## src/rtl/nonce_uart_tx.sv

```systemverilog
// Golden-nonce transmitter: queues 32-bit nonces in a small FIFO and sends each one on TxD
// as four 8N1 bytes, least-significant byte first.
module nonce_uart_tx #(
    parameter int SPEED_MHZ  = 50,
    parameter int BAUD       = 115200,
    parameter int FIFO_DEPTH = 4
) (
    input  logic                        clk,
    input  logic                        rst,
    input  logic [31:0]                 nonce_in,
    input  logic                        nonce_valid,
    output logic                        nonce_ready,
    output logic                        TxD,
    output logic                        busy,
    output logic [$clog2(FIFO_DEPTH):0] level
);
    localparam int CLKS_PER_BIT = (SPEED_MHZ * 1000000) / BAUD;
    localparam int CNT_W        = $clog2(CLKS_PER_BIT);
    localparam int PTR_W        = $clog2(FIFO_DEPTH);
    localparam int LVL_W        = PTR_W + 1;

    if (CLKS_PER_BIT < 2) begin : g_bad_rate
        $error("nonce_uart_tx: CLKS_PER_BIT must be at least 2");
    end
    if (FIFO_DEPTH < 2 || (1 << PTR_W) != FIFO_DEPTH) begin : g_bad_depth
        $error("nonce_uart_tx: FIFO_DEPTH must be a power of two, at least 2");
    end

    localparam logic [1:0] ST_IDLE  = 2'd0;
    localparam logic [1:0] ST_START = 2'd1;
    localparam logic [1:0] ST_DATA  = 2'd2;
    localparam logic [1:0] ST_STOP  = 2'd3;

    logic [31:0]      mem [FIFO_DEPTH];
    logic [PTR_W-1:0] wr_ptr_q, rd_ptr_q;
    logic [LVL_W-1:0] level_q;
    logic             wr_en, pop;

    logic [1:0]       state_q, state_d;
    logic [CNT_W-1:0] cnt_q, cnt_d;
    logic [2:0]       bit_q, bit_d;
    logic [1:0]       byte_q, byte_d;
    logic [31:0]      shreg_q, shreg_d;
    logic             txd_q, txd_d;
    logic             bit_end;
    logic [7:0]       cur_byte;

    assign nonce_ready = (level_q != LVL_W'(FIFO_DEPTH));
    assign wr_en       = nonce_valid && nonce_ready;
    assign pop         = (state_q == ST_IDLE) && (level_q != '0);
    assign bit_end     = (cnt_q == CNT_W'(CLKS_PER_BIT - 1));
    assign cur_byte    = shreg_q[7:0];

    assign TxD   = txd_q;
    assign level = level_q;
    assign busy  = (state_q != ST_IDLE) || (level_q != '0);

    always_ff @(posedge clk) begin
        if (wr_en) begin
            mem[wr_ptr_q] <= nonce_in;
        end
    end

    // Write and pop at the same edge both take effect; level nets out unchanged.
    always_ff @(posedge clk) begin
        if (rst) begin
            wr_ptr_q <= '0;
            rd_ptr_q <= '0;
            level_q  <= '0;
        end else begin
            if (wr_en) wr_ptr_q <= wr_ptr_q + 1'b1;
            if (pop)   rd_ptr_q <= rd_ptr_q + 1'b1;
            level_q <= level_q + LVL_W'(wr_en) - LVL_W'(pop);
        end
    end

    always_comb begin
        state_d = state_q;
        cnt_d   = bit_end ? '0 : cnt_q + 1'b1;
        bit_d   = bit_q;
        byte_d  = byte_q;
        shreg_d = shreg_q;
        txd_d   = txd_q;
        case (state_q)
            ST_IDLE: begin
                cnt_d = '0;
                txd_d = 1'b1;
                if (pop) begin
                    shreg_d = mem[rd_ptr_q];
                    byte_d  = 2'd0;
                    txd_d   = 1'b0;
                    state_d = ST_START;
                end
            end
            ST_START: begin
                if (bit_end) begin
                    bit_d   = 3'd0;
                    txd_d   = cur_byte[0];
                    state_d = ST_DATA;
                end
            end
            ST_DATA: begin
                if (bit_end) begin
                    if (bit_q == 3'd7) begin
                        txd_d   = 1'b1;
                        state_d = ST_STOP;
                    end else begin
                        bit_d = bit_q + 3'd1;
                        txd_d = cur_byte[bit_q + 3'd1];
                    end
                end
            end
            ST_STOP: begin
                if (bit_end) begin
                    // Next byte's start bit follows the stop bit with no idle gap.
                    if (byte_q != 2'd3) begin
                        byte_d  = byte_q + 2'd1;
                        shreg_d = {8'h00, shreg_q[31:8]};
                        txd_d   = 1'b0;
                        state_d = ST_START;
                    end else begin
                        state_d = ST_IDLE;
                    end
                end
            end
            default: begin
                txd_d   = 1'b1;
                state_d = ST_IDLE;
            end
        endcase
    end

    always_ff @(posedge clk) begin
        if (rst) begin
            state_q <= ST_IDLE;
            cnt_q   <= '0;
            bit_q   <= '0;
            byte_q  <= '0;
            shreg_q <= '0;
            txd_q   <= 1'b1;
        end else begin
            state_q <= state_d;
            cnt_q   <= cnt_d;
            bit_q   <= bit_d;
            byte_q  <= byte_d;
            shreg_q <= shreg_d;
            txd_q   <= txd_d;
        end
    end

endmodule
```

## config.mk

```make
export PLATFORM = sky130hd
export DESIGN_NAME = nonce_uart_tx
export DESIGN_NICKNAME = d
export VERILOG_FILES = /design/src/rtl/nonce_uart_tx.sv
export SDC_FILE = /design/constraint.sdc
export NUM_CORES = 1
export LEC_CHECK = 0
export ABC_AREA = 1
export ABC_CLOCK_PERIOD_IN_PS = 5600
export CELL_PAD_IN_SITES_DETAIL_PLACEMENT = 0
export CELL_PAD_IN_SITES_GLOBAL_PLACEMENT = 2
export CORE_MARGIN = 4
export CORE_UTILIZATION = 42
export DETAILED_ROUTE_END_ITERATION = 6
export PLACE_DENSITY = 0.87
export SLEW_MARGIN = 5
export SYNTH_ARGS = -nofsm -noshare
export SYNTH_HDL_FRONTEND = slang
export SYNTH_SLANG_ARGS = --single-unit
export TNS_END_PERCENT = 1
```

## constraint.sdc

```tcl
create_clock -name clk -period 5.6 [get_ports clk]
set_input_delay 1.4 -clock clk [delete_from_list [all_inputs] [get_ports clk]]
set_output_delay 1.4 -clock clk [all_outputs]
set_load 0.05 [all_outputs]
```

; Word level (Yosys, flattened, before mapping)
; Memories as Yosys holds them, arrays and structs flattened. A register that Yosys moved wholly into a read port is not among the register bits.
; Index checks and enable logic that the tools add are counted.
[word_totals]
output_inout_bits = 6
word_cells = 77
mem_bits_rw = 128
in_bits = 35
n_memories = 1
ff_bits = 56
[mem_list]
columns = name, words, width, read_ports, rd_clocked_by_memory_dff, wr, line_no
row1 = mem, 4, 32, 1, 1, 1, 34  ; logic [31:0] mem [FIFO_DEPTH];
[op_classes]
n_mux = 32
n_reduce_logical = 13
magnitude_cmp = 1
n_eq_ne = 14
add_sub_neg = 7
[ops]
columns = cell, count
row1 = 32-bit 2-to-1 mux, 3
row2 = 32-bit case mux with 2 select lines, 1
row3 = 2-bit 2-to-1 mux, 10
row4 = 2-bit inequality test (second input constant), 8
row5 = 4-bit AND reduction, 3
row6 = 1-bit 2-to-1 mux, 10
row7 = 9-bit by 1-bit adder with 9-bit output (second input constant), 1
row8 = 9-bit equality test (second input constant), 1
row9 = 3-bit 2-to-1 mux, 3
row10 = 2-bit case mux with 4 select lines, 1
row11 = 2-bit by 1-bit adder with 2-bit output (second input constant), 3
row12 = 3-bit case mux with 2 select lines, 1
row13 = 2-bit nonzero test, 3
row14 = 5-bit AND reduction, 1
row15 = 2-bit equality test (second input constant), 2
row16 = 3-bit by 4-bit less-than comparator with 1-bit output (second input constant), 1
row17 = 1-bit case mux with 4 select lines, 1
row18 = 2-bit case mux with 2 select lines, 1
row19 = 3-bit by 1-bit adder with 3-bit output, 1
row20 = 3-bit by 1-bit adder with 3-bit output (second input constant), 1
row21 = 1-bit binary-select mux with 3-bit select, 1
row22 = 3-bit equality test (second input constant), 1
row23 = 3-bit inequality test (second input constant), 1
row24 = 3-bit nonzero test, 1
row25 = 6 further kinds, 7

; Logic depth before layout (Yosys ltp)
[logic_depth]
depth_word = 6
ltp_mapped = 12
depth_no_buf = 11

; Worst setup path after synthesis
; Ideal clock, no wire load.
[synth_path]
path_type = input port to flip-flop
from = input nonce_valid
to = memory mem[0][0] (enable)
path_buffers = 0
cell_stages = 2
arrival_ps = 2960
setup_ps = 421
setup_slack_ps = 2219
t_required_ps = 5179
path_cell_list = nand2_1 nor2_1
[synth_between]
elab_chain_len = 3
[synth_rtl]
columns = item, line_no
row1 = start: declaration, 11  ; input logic nonce_valid,
row2 = 1-bit logical AND, 49  ; assign wr_en = nonce_valid && nonce_ready;
row3 = 1-bit 2-to-1 mux, 59  ; if (wr_en) begin
row4 = 1-bit 2-to-1 mux (implied by the code), 60  ; mem[wr_ptr_q] <= nonce_in;
row5 = end: declaration, 34
; Every way passes these cells.

; Worst setup path after layout
[layout_path]
from = register state_q[0]
to = output busy
[layout_between]
elab_chain_len = 2
[layout_rtl]
columns = item, line_no
row1 = start: declaration, 39  ; logic [1:0] state_q, state_d;
row2 = start signal: assignment, 142  ; state_q <= state_d;
row3 = 2-bit nonzero test, 56  ; assign busy = (state_q != ST_IDLE) || (level_q != '0);
row4 = 1-bit logical OR, 56
row5 = end: declaration, 14  ; output logic busy,
; Every way passes these cells.

==> run_results.csv <==
group,metric,value,unit
power_and_ir_drop,power,0.00461,W
sta,slew_violations,0,
yosys,syn_area_per_cell,10.0,um^2
detailed_routing,drc,0,
clock_network,htreeDepth,4,
outcome,status,"complete, no violations",
worst_setup_path,crit_fanout,4,
detailed_routing,wl_per_cell,15.6,um
detailed_routing,antenna_left,0,
placement,dpl.hpwl,9700,um
sta,relSlewSlack,0.238,
placement,io_buffers,40,
sta,min_period_over_period,0.671,
detailed_routing,vias,5219,
clock_network,clk_latency,0.43,ns
placement,gp_congestion,0.830,
cells_and_area,area_growth,14.8,%
clock_network,cts_buffer_depth,2,
sta,tightestPinTransition,1.14,ns
detailed_routing,wirelength,16100,um
clock_network,cts_inserted_buffers,17,
worst_setup_path,cp-end-kind,"output port",
grt,grt_pass1_vias,5238,
sta,final_hold_viol_count,0,
worst_setup_path,crit_path_cell_trace,"inv_1 -> ha_1 -> inv_1 -> nor2_1 -> inv_1 -> clkdlybuf4s50_1",
floorplan,dieWidth,143,um
sta,timing.fmax,0.266,GHz
sta,finalWorstPathRequiredPeriod,3.76,ns
flow_run,drv_cap,0,
grt,grt_util_all_layers,0.165,
sta,fin_worst_skew,0.00735,ns
detailed_routing,drtIter0Drc,312,
floorplan,rows,49,
clock_network,ctsHoldBuffers,0,
worst_setup_path,worstPathArrival,2.36,ns
clock_network,post_cts_buffers,0,
power_and_ir_drop,p_per_area,525,nW/um^2
yosys,yosysUniqueCellTypes,28,
floorplan,die-area,20500,um^2
grt,antenna_found_initial,0,
yosys,ys_seq_elements,186,
worst_setup_path,startpoint_type,"register",
yosys,syn_area,7660,um^2
floorplan,design.core.area,18000,um^2
grt,overflow,0,
yosys,synth-seq-area-share,0.653,
floorplan,start_util,0.427,
sta,finalSetupTns,0,ns
sta,whs,0.472,ns
detailed_routing,firstDrtPassIters,5,
clock_network,clkTransAtPathRegs,0.07,ns
worst_setup_path,slowest_stage,"clkdlybuf4s50_1",
worst_setup_path,critPathRequiredTime,4.20,ns
worst_setup_path,cpMostUsedCell,"inv_1",
min_path,hold_class,"reg2reg",
yosys,synth-warning-count,0,
worst_setup_path,worst_path_dominant_cell_family,"buffers and inverters",
grt,grt_first_pass_wirelength,26200,um
worst_setup_path,cp_slowest_stage_delay,0.82,ns
floorplan,fp.dieH,143,um
cells_and_area,insertedDiodeCount,0,
sta,rsz0062_at_grt,"no",
power_and_ir_drop,ir_drop,0.000300,V
clock_network,cts_root_buf,"clkbuf_16",
clock_network,tritoncts,"yes",
cells_and_area,fin_nets,844,
grt,grt_max_degree,65,
yosys,synth_nets,813,
cells_and_area,layout-drive-gt1-share,0.0694,
yosys,netlist_instances,763,
clock_network,cts_sinks,186,
worst_setup_path,crit_buf_inv,4,
clock_network,cts_resized,0,
floorplan,io_pins,41,
detailed_routing,avgViaCountPerCell,5.04,
cells_and_area,fillers,1654,
worst_setup_path,crit_type,"reg2out",
sta,setup_viol,0,
power_and_ir_drop,p_leak,3.34,nW
-- cell usage in the layout (no fill, tap or decap) --
cell / n
bufinv_16: 1
nand2_4: 1
o22ai_1: 24
inv_6: 4
o21ai_1: 54
a21oi_1: 16
clkdlybuf4s50_1: 40
clkinvlp_4: 2
nor2_2: 4
ha_1: 14
edfxtp_1: 128
clkinv_4: 1
dfxtp_2: 1
nand2_1: 138
nand2_2: 4
nand3_1: 16
nand3b_1: 1
nor2_4: 2
buf_4: 8
inv_8: 1
dfxtp_1: 57
xor2_1: 3
clkbuf_1: 2
clkinv_1: 2
nor3_1: 4
a21oi_4: 1
inv_1: 41
fa_1: 1
o21ai_0: 51
clkbuf_16: 17
o211ai_1: 1
nor3b_1: 2
clkinv_2: 2
nor2_1: 156
inv_2: 6
or2_2: 1
-- Yosys cell counts (all sizes together) --
master	count	area share
clkbuf	23	0.011
o211ai	1	0.00098
o22ai	24	0.020
dfxtp	58	0.15
nand3	16	0.010
nor2	162	0.081
o21ai	105	0.069
nand3b	1	0.00098
nand2	143	0.072
inv	47	0.023
edfxtp	128	0.50
or2	1	0.00082
nor3b	2	0.0020
fa	1	0.0026
xor2	3	0.0034
nor3	4	0.0026
ha	14	0.023
buf	13	0.012
a21oi	17	0.013
-- per-layer routing --
metal	global-route usage	share of wire	vias up
li1	-	-	2631
met5	0	0	-
met3	0.0372	0.024	20
met4	0.0535	0.014	0
met2	0.293	0.52	52
met1	0.198	0.44	2516
-- registers in the layout, summed over array words and instances, names as in the netlist, named ones only --
name,flops
cnt_q,9
mem,128
shreg_q,32
bit_q,3
byte_q,2
state_q,2
wr_ptr_q,2
TxD,1
level,3
rd_ptr_q,2
-- worst reg2reg max path, delay by kind of cell (launching register included) --
kind	cells	cell delay [ns]
DFF	1	0.40
buffers and inverters	1	0.08
AOI/OAI and AO/OA	1	0.19
and+or+nand+nor	5	1.09
adders and majority gates	1	0.81
-- cells by family (layout without fill, tap and decap cells) --
logic type               Yosys count  after routing  synth area share
AO/OA/AOI/OAI                    147            147             0.102
XOR/XNOR                           3              3           0.00343
adder cells (fa/ha/maj)           15             15            0.0255
buffers and inverters             83            127            0.0460
flip-flops                       186            186             0.653
AND/OR/NAND/NOR                  329            329             0.170
-- final cells by class --
class / count / area (um^2) / share of cell area
inverters: 47 / 176 / 0.0201
clock inverters: 13 / 118 / 0.0134
clock buffers: 19 / 433 / 0.0492
repair buffers: 48 / 460 / 0.0523
multi-input cells: 494 / 2320 / 0.263
well taps: 229 / 287 / 0.0326
flip-flops and latches: 186 / 5010 / 0.569
-- metrics by stage --
step / setup slack, ns / area (um^2) / utilization / cells
after floorplan: 2.22 / 7660 / - / 763
after global placement: 1.80 / 8250 / 0.459 / 1004
after detailed placement: 1.73 / 8250 / 0.459 / 1004
after CTS: 1.84 / 8800 / 0.490 / 1036
after global routing: 1.73 / 8800 / 0.490 / 1036
final: 1.84 / 8800 / 0.490 / 1036
-- report_power, final --
group	internal, W	switching, W	total, W
logic	0.000517	0.00117	0.00168
clock network	0.000617	0.000508	0.00112
registers	0.00171	0.0000938	0.00181
total	0.00285	0.00177	0.00461
-- final timing paths --
check / from / endpoint / slack [ns] / cells after the start
setup / recovery: state_q[0] / busy / 1.84 / 6
hold / removal: bit_q[1] / bit_q[1] / 0.47 / 2
setup reg to reg: state_q[1] / shreg_q[26] / 2.87 / 8
hold reg to reg: bit_q[1] / bit_q[1] / 0.47 / 2
Note: power is estimated with default switching activity, not from simulation.
